`src/rtl/cpu_cycle_sequencer.sv`:
```
// cpu_cycle_sequencer: walks each CPU instruction through its 5/7/12-step budget,
// issues fetch/decode strobes and the micro-op slot/phase, and takes interrupt entry
// and HALT decisions at instruction boundaries.
// Optional feature macro: SEQ_SINGLE_STEP_EN (debug hold / single-step at RUN boundaries).
module cpu_cycle_sequencer #(
    parameter int unsigned FETCH_STEPS = 2,
    parameter int unsigned INT_LENGTH  = 12,
    parameter int unsigned STEP_W      = 4
) (
    input  logic              clk,
    input  logic              reset_n,
    input  logic              clk_en,
    input  logic [1:0]        length,
    input  logic              halt_req,
    input  logic              irq_pending,
    input  logic              int_enable,
`ifdef SEQ_SINGLE_STEP_EN
    input  logic              dbg_hold,
    input  logic              dbg_step,
`endif
    output logic              fetch_strobe,
    output logic              decode_strobe,
    output logic [STEP_W-1:0] step,
    output logic [2:0]        uop_index,
    output logic [1:0]        uop_phase,
    output logic              instr_done,
    output logic              int_active,
    output logic              halted,
    output logic              illegal_len
);

    typedef enum logic [1:0] {
        StRun      = 2'd0,
        StIntEntry = 2'd1,
        StHalt     = 2'd2
    } state_e;

    localparam logic [1:0] PhaseNone     = 2'd0;
    localparam logic [1:0] PhaseRegFetch = 2'd1;
    localparam logic [1:0] PhaseRegWrite = 2'd2;

    localparam logic [STEP_W-1:0] IntLast    = STEP_W'(INT_LENGTH - 1);
    localparam logic [STEP_W-1:0] FetchSteps = STEP_W'(FETCH_STEPS);
    localparam logic [STEP_W-1:0] DecodeStep = STEP_W'(1);
    localparam logic [STEP_W-1:0] Last5      = STEP_W'(4);
    localparam logic [STEP_W-1:0] Last7      = STEP_W'(6);
    localparam logic [STEP_W-1:0] Last12     = STEP_W'(11);

    state_e            state_q, state_d;
    logic [STEP_W-1:0] step_q, step_d;
    logic [STEP_W-1:0] len_q, len_d;      // last step index (N-1) of the current instruction
    logic              halt_q, halt_d;    // HALT/SLP latched at decode
    logic              illegal_q, illegal_d;
    logic              stall_q, stall_d;  // parked at step 0 awaiting a debug release

    logic [STEP_W-1:0] last_step;
    logic [STEP_W-1:0] k_step;
    logic              at_last;
    logic              hold_boundary;

    always_comb begin
        last_step = (state_q == StIntEntry) ? IntLast : len_q;
    end

    always_comb begin
        at_last = (state_q != StHalt) && !stall_q && (step_q == last_step);
    end

`ifdef SEQ_SINGLE_STEP_EN
    always_comb begin
        hold_boundary = dbg_hold;
    end
`else
    always_comb begin
        hold_boundary = 1'b0;
    end
`endif

    // State register; synchronous reset beats every other input.
    always_ff @(posedge clk) begin
        if (!reset_n) begin
            state_q   <= StRun;
            step_q    <= '0;
            len_q     <= Last5;
            halt_q    <= 1'b0;
            illegal_q <= 1'b0;
            stall_q   <= 1'b0;
        end else begin
            state_q   <= state_d;
            step_q    <= step_d;
            len_q     <= len_d;
            halt_q    <= halt_d;
            illegal_q <= illegal_d;
            stall_q   <= stall_d;
        end
    end

    // Next-state: advance only on clk_en, take boundary decisions on the last step.
    always_comb begin
        state_d   = state_q;
        step_d    = step_q;
        len_d     = len_q;
        halt_d    = halt_q;
        illegal_d = illegal_q;
        stall_d   = stall_q;
        if (clk_en) begin
            unique case (state_q)
                StRun: begin
                    if (stall_q) begin
`ifdef SEQ_SINGLE_STEP_EN
                        if (dbg_step || !dbg_hold) begin
                            stall_d = 1'b0;
                        end
`else
                        stall_d = 1'b0;
`endif
                    end else if (at_last) begin
                        step_d = '0;
                        if (halt_q) begin
                            state_d = StHalt;
                            halt_d  = 1'b0;
                        end else if (irq_pending && int_enable) begin
                            state_d = StIntEntry;
                        end else begin
                            stall_d = hold_boundary;
                        end
                    end else begin
                        if (step_q == DecodeStep) begin
                            halt_d = halt_req;
                            unique case (length)
                                2'd0: len_d = Last5;
                                2'd1: len_d = Last7;
                                2'd2: len_d = Last12;
                                default: begin
                                    len_d     = Last5;
                                    illegal_d = 1'b1;
                                end
                            endcase
                        end
                        step_d = step_q + STEP_W'(1);
                    end
                end
                StIntEntry: begin
                    if (at_last) begin
                        state_d = StRun;
                        step_d  = '0;
                    end else begin
                        step_d = step_q + STEP_W'(1);
                    end
                end
                StHalt: begin
                    step_d = '0;
                    if (irq_pending) begin
                        state_d = int_enable ? StIntEntry : StRun;
                    end
                end
                default: begin
                    state_d = StRun;
                    step_d  = '0;
                end
            endcase
        end
    end

    // Outputs decoded purely from registered state.
    always_comb begin
        fetch_strobe  = (state_q == StRun) && !stall_q && (step_q == '0);
        decode_strobe = (state_q == StRun) && (step_q == DecodeStep);
        step          = step_q;
        instr_done    = at_last;
        int_active    = (state_q == StIntEntry);
        halted        = (state_q == StHalt);
        illegal_len   = illegal_q;
        k_step        = step_q - FetchSteps;
        uop_index     = 3'd0;
        uop_phase     = PhaseNone;
        if (state_q != StHalt && step_q >= FetchSteps) begin
            uop_index = 3'(k_step >> 1);
            if (k_step[0]) begin
                uop_phase = PhaseRegWrite;
            end else if (step_q != last_step) begin
                uop_phase = PhaseRegFetch;
            end
        end
    end

endmodule
```
`config.mk`:
```
export PLATFORM = sky130hd
export DESIGN_NAME = cpu_cycle_sequencer
export DESIGN_NICKNAME = d
export VERILOG_FILES = /design/src/rtl/cpu_cycle_sequencer.sv
export SDC_FILE = /design/constraint.sdc
export NUM_CORES = 1
export LEC_CHECK = 0
export BUFFER_PORTS_ARGS = -buffer_cell sky130_fd_sc_hd__buf_2
export CORE_MARGIN = 5
export CORE_UTILIZATION = 39
export CTS_BUF_LIST = sky130_fd_sc_hd__clkbuf_16
export CTS_CLUSTER_DIAMETER = 100
export DETAILED_ROUTE_END_ITERATION = 6
export GPL_TIMING_DRIVEN = 1
export PLACE_DENSITY = 0.65
export SYNTH_ARGS = -nofsm -noshare
export SYNTH_HDL_FRONTEND = slang
export SYNTH_SLANG_ARGS = --single-unit
```
`constraint.sdc`:
```
create_clock -name clk -period 3.75 [get_ports clk]
set_input_delay 0.375 -clock clk [delete_from_list [all_inputs] [get_ports clk]]
set_output_delay 0.375 -clock clk [all_outputs]
set_load 0.01 [all_outputs]
```
[Word level (Yosys, flattened, before mapping)]
Cells that the tools add are included.
Word-level totals
  memory bits (writable): 0
  input bits: 8
  logic and storage cells: 54
  memories: 0
  ROM bits: 0
  latch bits: 0
  bits in registers: 12
  output and inout bits: 15
Operators by class
  divide/modulo/power cells: 0
  bitwise gates (word level): 2
  shifts and indexed selects: 0
  mux-type cells: 17
  $mul: 0
  reduce and logical (&&, ||, !) cells: 15
  order comparisons: 1
  equal/unequal tests: 12
  add/subtract/negate cells: 2
Operators by type and width (number)
  $mux 2: 7
  $mux 4: 3
  $reduce_and 5->1: 2
  $ne 2x2->1 const B: 4
  $pmux 4 s2: 1
  $pmux 2 s3: 1
  $logic_and 1x1->1: 5
  $add 4x1->4 const B: 1
  $eq 2x1->1 const B: 2
  $eq 2x2->1 const B: 2
  $eq 4x1->1 const B: 1
  $eq 4x4->1: 1
  $ge 4x2->1 const B: 1
  $logic_not 2->1: 2
  $logic_not 4->1: 1
  $mux 1: 4
  $ne 4x4->1: 1
  $reduce_and 4->1: 1
  $sub 4x2->4 const B: 1
  $mux 3: 1
  $ne 3x3->1 const B: 1
  $reduce_and 3->1: 1
  $reduce_or 3->1: 1
  $not 1->1: 2
  other kinds (2): 2

[Logic depth before layout (Yosys ltp)]
Gate-level depths: netlist of run 1.
  depth after elaboration: 6
  gate-level depth with buffers: 7

[Worst setup path before layout of run 1]
OpenSTA, ideal clock, no wires.
  kind: reg-to-output
  start point: reg step_q[1] (netlist: step[1])
  end point: out instr_done
  arrival: 1.601 ns
  required time: 3.375 ns
  cell stages (with the launch flop): 7
  buffers on the path: 2
  setup slack: 1.774 ns
  cells stage by stage: dfxtp_1 > buf_2 > or4bb_1 > o211ai_1 > o2bb2a_4 > buf_6 > and2_1
Between the ends
  cells in the longest elaborated chain, start to end: 2
RTL lines
  from (decl): line 50  | logic [STEP_W-1:0] step_q, step_d;
  from (signal assigned): line 90  | step_q <= step_d;
  $eq 4x4->1: line 66  | at_last = (state_q != StHalt) && !stall_q && (step_q == last_step);
  $logic_and 1x1->1: line 66
  to (decl): line 26  | output logic instr_done,
No other way between the ends.

[Worst setup path after layout of run 1]
  start point: reg step_q[0] (netlist: step[0])
  end point: out uop_phase[0]
Between the ends
  cells in the longest elaborated chain, start to end: 4
RTL lines
  branches (longest 3 deep; another with $sub 4x2->4)
  $mux 2 *: line 177  | if (state_q != StHalt && step_q >= FetchSteps) begin
  to (decl): line 25  | output logic [1:0] uop_phase,
Mark *: on every way between the ends.

==> results.toml, run 1 <==
[status]
outcome = "finished clean"

[route]
drt_first_iter_violations = 20
routed_wl_mm = 2.25
ant_nets = 0
drc = 0
viasPerCell = 5.66
first_pass_iters = 6
wl_per_cell_microns = 14.3
vias = 888

[synth]
yosys.area.top_type = "dfxtp_1"
ys_top_cells_by_area = "dfxtp_1 25%, ha_1 13%, nand2_1 4.6%"
yosysWarnings = 0
ys_ff_latch = 11
ys_seq_area_share_pct = 24.5
netlist-cell-type-count = 40
syn_nets = 127
ys.flop_type = "dfxtp_1"
synth_commonest_cells = "11 x dfxtp_1, 11 x nand2_1, 11 x nor2_1"
syn_avg_cell_area_sq_um = 8.16
syn_area_sq_um = 897
yosysTopAreaCellShare_pct = 24.5
synthCells = 110
synth_edf_count = 0
synthArstFlopShare_pct = 0

[final_layout]
nFillCells = 245
nNetsFinal = 147
syn2layout_area_growth_pct = 20.2
fin_util_pct = 48.8
stdcell_area_sq_um = 1080
diodes = 0
stdcell_count = 157
drive_gt1_share_pct = 23.3

[setup_path]
critPathMaxStageDelay_ns = 0.62
critPathSlowestCell = "o41ai_1"
cp.arrival_ns = 2.01
cp-start-kind = "flip-flop"
crit_fanout = 9
path_cells = "inv_1 > ha_1 > o41ai_1 > nor3_1 > buf_2"
end_kind = "output port"
crit_required_ns = 3.38
path_class = "flip-flop to output port"

[floorplanning]
core_area_sq_um = 2210
die_w_microns = 58.0
num_io_pins = 23
start_util_pct = 40.6
core.rowCount = 17
die_area_sq_um = 3360
die_h_microns = 58.0

[power_and_ir_drop]
p_sw_uw = 108
p_leak_uw = 0.000495
swShare_pct = 26.6
p_int_uw = 297
power_frac_clock_pct = 48.9
comb_power_share_pct = 18.9
ir_drop_uv = 293
seqPwrFrac_pct = 32.3
power_density_nw_per_um2 = 375

[sta]
fmax_ghz = 0.419
setup_viol = 0
period_minus_slack_ns = 2.39
skew_ns = 0.00216
slew_headroom_pct = 48.1
maxSlewViolCount = 0
fin_setup_tns_ns = 0
rsz0062_at_grt = "no"
period_share_pct = 63.7
tightestPinTransition_ns = 0.768
final-hold-violation-count = 0
whs_ns = 0.352

[placement]
placed_cells = 153
dp_hpwl_mm = 1.65
place_congestion = 0.799
place_area_sq_um = 998
place.port_buffers = 22

[grt]
grt_max_degree = 15
grt_pass1_vias = 866
track_usage_pct = 15.0
antenna_found_initial = 0
grt_pass1_wl_mm = 3.95
overflow = 0

[job]
drv_cap = 0

[clock_network]
cts.sinks = 11
cts_inserted_buffers = 3
cts_hold_buf = 0
cts_max_level = 1
post_cts_buffers = 0
cts_resized = 0
path_clk_slew_ns = 0.04
cts_tree = "done"
clk_latency_ns = 0.24
cts_root_buffer = "clkbuf_16"
clockBufferDepth = 2

[min_path]
hold_class = "input port to flip-flop"
==> power by group through the flow <==
stage | Sequential, uW | Clock, uW | Combinational [uW]
global placement | 132 | 0 | 75.3
CTS | 130 | 199 | 76.9
detailed placement | 132 | 0 | 76.1
finish | 130 | 198 | 76.3
global route | 132 | 208 | 85.2
floorplan | 130 | 0 | 51.9
==> sequential cells by signal, indices dropped and copies added, names as in the netlist <==
signal / cells
state_q: 2
step: 4
halt_q: 1
len_q: 3
illegal_len: 1
==> cell families (layout without fill, tap and decap cells) <==
logic type / after synthesis / after routing / synth area share, %
XOR/XNOR: 3 / 3 / 2.93
buffers and inverters: 15 / 34 / 8.23
AND/OR/NAND/NOR: 45 / 45 / 26.6
adder cells (fa/ha/maj): 9 / 9 / 12.6
multiplexers: 3 / 3 / 3.90
AO/OA/AOI/OAI: 24 / 24 / 21.2
flip-flops: 11 / 11 / 24.5
==> through the flow <==
stage	setup WS, ns	power [uW]
finish	1.36	404
global route	1.17	425
CTS	1.37	406
detailed placement	1.66	208
global placement	1.65	207
floorplan	1.77	182
==> final cells by class <==
| type | count | area [sq um] | area share (%) |
|---|---|---|---|
| Multi-Input combinational cell | 84 | 603 | 55.9 |
| Sequential cell | 11 | 220 | 20.4 |
| Timing Repair Buffer | 22 | 110 | 10.2 |
| Clock buffer | 3 | 75.1 | 6.96 |
| Tap cell | 28 | 35.0 | 3.25 |
| Inverter | 8 | 30.0 | 2.78 |
| Clock inverter | 1 | 5.00 | 0.464 |
==> layer usage <==
metal  vias up  routed length, microns  track usage (%)  part of all wire (%)
met5         -                       0                0                     0
met4         0                      41             4.97                   1.8
met3         7                     139             4.45                   6.2
met2        33                    1080             25.6                    48
met1       418                     984             17.7                    44
li1        430                       -                -                     -
==> critical path: cells and delay by family (launching register included) <==
kind | cells | cell delay [ns]
adder cells (fa/ha/maj) | 1 | 0.23
AND/OR/NAND/NOR | 1 | 0.10
flip-flops | 1 | 0.51
buffers and inverters | 2 | 0.33
AO/OA/AOI/OAI | 1 | 0.62
==> cells in the final DEF (no fill, tap or decap), types with 3 or more instances in the layout <==
cell / n
nand3_1: 3
nand2_1: 11
inv_1: 8
nor2_1: 11
o211ai_1: 3
dfxtp_1: 11
o21a_1: 4
buf_2: 22
ha_1: 9
a21oi_1: 4
clkbuf_16: 3
==> path summary, 6_finish.rpt <==
| check | from | to | slack [ns] | depth (start not counted) |
|---|---|---|---|---|
| hold / removal | halt_req | halt_q | 0.35 | 2 |
| hold reg to reg | illegal_len | illegal_len | 0.46 | 2 |
| setup reg to reg | state_q[1] | len_q[2] | 1.80 | 5 |
| setup / recovery | step[0] | uop_phase[0] | 1.36 | 5 |
Note: power is estimated with default switching activity, not from simulation.
==> run 2: changes to the inputs <==
ABC_AREA = 1   (was unset)
PLACE_DENSITY = 0.68   (was 0.65)
clock period = 1.99 ns   (was 3.75 ns; I/O delays follow)
==> run 2 against run 1 <==
Setup slack worse by 1.2 ns; synthesized cell count up 8.2%; core utilization increased by 4.0 points; design area fell by 3.1%; critical path depth rose by 1; final cell count is 9.6% higher; total power increased by 94%; worst hold slack got worse by 0.15 ns; global-route usage down 1.7 points; combinational power is 120% higher; sequential share of layout area grew 0.78 points; wire length is 12% lower.
==> results.toml, run 2 <==
[power_and_ir_drop]
power_density_nw_per_um2 = 751
comb_power_share_pct = 21.3
seqPwrFrac_pct = 31.4
ir_drop_uv = 693
power_frac_clock_pct = 47.3
p_leak_uw = 0.000569
p_sw_uw = 220
swShare_pct = 28.0
p_int_uw = 565

[synth]
ys_top_cells_by_area = "dfxtp_1 27%, ha_1 14%, nand2_1 11%"
syn_nets = 136
ys.flop_type = "dfxtp_1"
synth_mux_area_share_pct = 0
synthAdderAreaFrac_pct = 13.7
synth_edf_count = 0
synth_compound_area_share_pct = 12.5
yosysWarnings = 0
synthArstFlopShare_pct = 0
synth_xor_area_share_pct = 2.13
ys_seq_area_share_pct = 26.7
yosysTopAreaCellShare_pct = 26.7
syn_avg_cell_area_sq_um = 6.92
yosys.area.top_type = "dfxtp_1"
synthCells = 119
syn_area_sq_um = 823
synth_top_family_by_area = "simple AND/OR/NAND/NOR gates"
ys_ff_latch = 11
yosysMostFrequentCell = "nand2_1"
synth_commonest_cells = "24 x nand2_1, 16 x inv_1, 14 x nor2_1"
synthSimpleGateAreaFrac_pct = 35.4
netlist-cell-type-count = 23

[min_path]
hold_class = "input port to flip-flop"

[route]
drc = 0
wl_per_cell_microns = 11.5
routed_wl_mm = 1.99
vias = 831
first_pass_iters = 4
viasPerCell = 4.83
drt_first_iter_violations = 21
ant_nets = 0

[status]
outcome = "finished clean"

[clock_network]
clockBufferDepth = 2
cts_max_level = 1
clk_latency_ns = 0.24
cts.sinks = 11
cts_root_buffer = "clkbuf_16"
path_clk_slew_ns = 0.04
cts_tree = "done"
cts_inserted_buffers = 3

[final_layout]
stdcell_area_sq_um = 1040
syn2layout_area_growth_pct = 26.9
largest_register_ffs = 4
final_cell_mix = "24 x nand2_1, 22 x buf_2, 16 x inv_1"
nNetsFinal = 163
drive_gt1_share_pct = 25.5
layout_commonest_cell = "nand2_1"
diodes = 0

[floorplanning]
die_w_microns = 55.9
die_area_sq_um = 3130
die_h_microns = 55.9
start_util_pct = 41.5
num_io_pins = 23
core_area_sq_um = 1980
core.rowCount = 16

[setup_path]
cp-start-kind = "flip-flop"
crit_path_frequent_cell = "inv_1"
critPathSlowestCell = "dfxtp_1"
critPathMaxStageDelay_ns = 0.40
crit_fanout = 11
end_kind = "output port"
crit_required_ns = 1.79
crit_family = "simple AND/OR/NAND/NOR gates"
cp.arrival_ns = 1.59
worstPathBufferInverterCount = 3
path_cells = "inv_1 > nand3_1 > nand2_1 > nand4_2 > inv_1 > buf_2"
path_class = "flip-flop to output port"

[sta]
worst_slack_ns = 0.196
rsz0062_at_grt = "no"
slew_headroom_pct = 76.3
period_minus_slack_ns = 1.79
fmax_ghz = 0.557
fin_setup_tns_ns = 0
tightestPinTransition_ns = 0.354
maxSlewViolCount = 0
final-hold-violation-count = 0
period_share_pct = 90.1
setup_viol = 0
skew_ns = 0.000977

[grt]
grt_pass1_vias = 783
track_usage_pct = 13.3
antenna_found_initial = 0
grt_pass1_wl_mm = 3.42
grt_max_degree = 12
overflow = 0

[placement]
place.port_buffers = 22
dp_hpwl_mm = 1.51
place_area_sq_um = 963
dpl_worst_slack_ns = 0.363
place_congestion = 0.841

[job]
drv_cap = 0
run 2: kinds of logic after synthesis:
family	count (synthesis)
flip-flops	11
adder cells (fa/ha/maj)	9
XOR/XNOR	2
AND/OR/NAND/NOR	59
AO/OA/AOI/OAI	19
buffers and inverters	19
run 2: what timing repair did:
item,CTS,global route
buffers inserted,0,0
hold buffers,0,0
gates resized for setup,0,1
endpoints found under the setup margin,0,3
endpoints found under the hold margin,0,0
run 2: power groups by stage:
stage	Sequential (uW)	Combinational [uW]	Clock (uW)
after floorplan	248	111	0
after detailed placement	250	165	0
final	246	167	371
after global placement	248	162	0
after global routing	248	189	386
after CTS	246	167	378
run 2: through the flow:
step           utilization, %  hold WS [ns]  power, uW  cells
4_1_cts                  52.7         0.207        791    172
2_1_floorplan               -         0.284        359    119
5_1_grt                  52.7         0.209        823    172
6_report                 52.7         0.202        785    172
3_3_place_gp             48.6         0.439        410    168
3_5_place_dp             48.6         0.440        415    168
run 2: worst register-to-register path, cell delays in order (launching register included):
cell     delay (ns)
dfxtp_1        0.51
inv_1          0.17
nand3_1        0.12
nand2_1        0.09
nand4_2        0.26
nand3_1        0.15
a21oi_1        0.15
run 2: layout make-up:
class                      instances  area (sq um)
multi-input combinational         89           524
clock buffer                       3          75.1
inverter                          18          67.6
fill                             201           937
timing repair buffer              23           118
sequential                        11           221
clock inverter                     1          5.00
tap                               27          33.8
run 2: metal layers:
metal	track usage (%)	share of wire [%]	up-vias
li1	-	-	435
met1	16.7	48	376
met2	20.6	45	18
met3	5.57	6.0	2
met4	3.73	0.50	0
met5	0	0	-
run 2: worst paths after layout:
check              startpoint          end  slack [ns]  cells after the start
hold / removal         clk_en      step[3]        0.20                      2
setup / recovery      step[1]   instr_done        0.20                      6
setup reg to reg      step[1]      step[1]        0.47                      6
hold reg to reg   illegal_len  illegal_len        0.44                      2
==> run 3: changes to the inputs <==
PLACE_DENSITY = unset   (was 0.68)
SKIP_LAST_GASP = 1   (was unset)
==> run 3 against run 2 <==
Via count increased by 3.2%; register-to-register slack about the same; fmax decreased by 5.4%; wire length increased by 7.3%; flip-flop and latch count unchanged; core utilization decreased by 0.13 points; non-clock buffer count unchanged; combinational power about the same; clock power about the same; first-iteration DRC count decreased by 43%; total power decreased by 0.24%; design area decreased by 0.24%.
==> results.toml, run 3 (synthesis results as in run 2) <==
[final_layout]
stdcell_count = 172
layout_commonest_cell = "nand2_1"
drive_gt1_share_pct = 24.1
syn2layout_area_growth_pct = 26.6
nNetsFinal = 163
final_cell_mix = "24 x nand2_1, 22 x buf_2, 17 x inv_1"
largest_register_ffs = 4
nFillCells = 201
diodes = 0

[sta]
period_minus_slack_ns = 1.90
final-hold-violation-count = 0
skew_ns = 0.00325
fin_setup_tns_ns = 0
maxSlewViolCount = 0
period_share_pct = 95.2
slew_headroom_pct = 77.2
fmax_ghz = 0.528
tightestPinTransition_ns = 0.340
rsz0062_at_grt = "no"
setup_viol = 0

[clock_network]
cts_hold_buf = 0
cts_root_buffer = "clkbuf_16"
cts_max_level = 1
clk_latency_ns = 0.24
cts.sinks = 11
cts_tree = "done"
cts_inserted_buffers = 3
cts_resized = 0
clockBufferDepth = 2
post_cts_buffers = 0
path_clk_slew_ns = 0.04

[placement]
place_congestion = 0.801
place.port_buffers = 22
placed_cells = 168
dp_hpwl_mm = 1.56

[grt]
grt_pass1_vias = 800
grt_max_degree = 12
antenna_found_initial = 0
grt_pass1_wl_mm = 3.57
overflow = 0
track_usage_pct = 14.3

[route]
wl_per_cell_microns = 12.4
viasPerCell = 4.99
first_pass_iters = 4
drc = 0
routed_wl_mm = 2.13
ant_nets = 0
drt_first_iter_violations = 12
vias = 858

[power_and_ir_drop]
p_leak_uw = 0.000571
power_density_nw_per_um2 = 751
ir_drop_uv = 384
total_power_uw = 783

[status]
outcome = "finished clean"

[min_path]
hold_class = "input port to flip-flop"

[floorplanning]
num_io_pins = 23
die_h_microns = 55.9
core.rowCount = 16
start_util_pct = 41.5
core_area_sq_um = 1980
die_w_microns = 55.9
die_area_sq_um = 3130

[setup_path]
cp-start-kind = "flip-flop"
end_kind = "output port"
critPathMaxStageDelay_ns = 0.44
cp.arrival_ns = 1.70
path_class = "flip-flop to output port"
crit_required_ns = 1.79
path_cells = "inv_1 > ha_1 > o41ai_1 > buf_4 > nor2_1 > buf_2"
critPathSlowestCell = "dfxtp_1"
crit_fanout = 7

[job]
drv_cap = 0
## run 3: changes by cell type in the layout (fill, tap and decap cells not counted), sizes merged
cell    before  now
clkinv       1    0
inv         18   19
## run 3: worst paths after layout
kind,from,end,slack (ns),depth (start not counted)
worst min register to register,illegal_len,illegal_len,0.45,2
worst max-delay path,step[0],uop_index[0],0.09,6
worst min-delay path,clk_en,step[3],0.20,2
worst max register to register,step[1],len_q[0],0.47,7
## run 3: stage by stage
stage | setup slack, ns | instance area, sq um | hold WS [ns] | util (%)
6_report | 0.0947 | 1040 | 0.203 | 52.6
5_1_grt | 0.00229 | 1040 | 0.207 | 52.6
4_1_cts | 0.0944 | 1040 | 0.197 | 52.6
3_5_place_dp | 0.369 | 963 | 0.446 | 48.6
3_3_place_gp | 0.447 | 963 | 0.440 | 48.6
2_1_floorplan | 0.322 | 823 | 0.284 | -
## run 3: power breakdown
| part | total, uW | internal [uW] | leakage [uW] | switching [uW] |
|---|---|---|---|---|
| registers | 246 | 232 | 0.0000894 | 13.6 |
| logic | 167 | 65.5 | 0.000439 | 102 |
| clock network | 370 | 264 | 0.0000423 | 105 |
| total | 783 | 562 | 0.000571 | 221 |
## run 3: layer usage
| layer | up-vias | GRT usage, % | part of all wire, % |
|---|---|---|---|
| li1 | 438 | - | - |
| met1 | 400 | 17.4 | 48 |
| met2 | 15 | 22.6 | 47 |
| met3 | 5 | 3.25 | 3.8 |
| met4 | 0 | 8.47 | 1.7 |
| met5 | - | 0 | 0 |
## run 3: layout make-up
| cell class | count | area (sq um) | area share, % |
|---|---|---|---|
| clock inverters | 1 | 3.75 | 0.360 |
| clock buffers | 3 | 75.1 | 7.20 |
| well taps | 27 | 33.8 | 3.24 |
| multi-input cells | 89 | 524 | 50.3 |
| inverters | 18 | 67.6 | 6.48 |
| flip-flops and latches | 11 | 220 | 21.1 |
| repair buffers | 23 | 118 | 11.3 |
## run 3: critical path: cells and delay by family (launching register included)
kind / cells / cell delay (ns)
AOI/OAI and AO/OA: 1 / 0.25
DFF: 1 / 0.44
buffers and inverters: 3 / 0.50
and+or+nand+nor: 1 / 0.04
adders and majority gates: 1 / 0.22
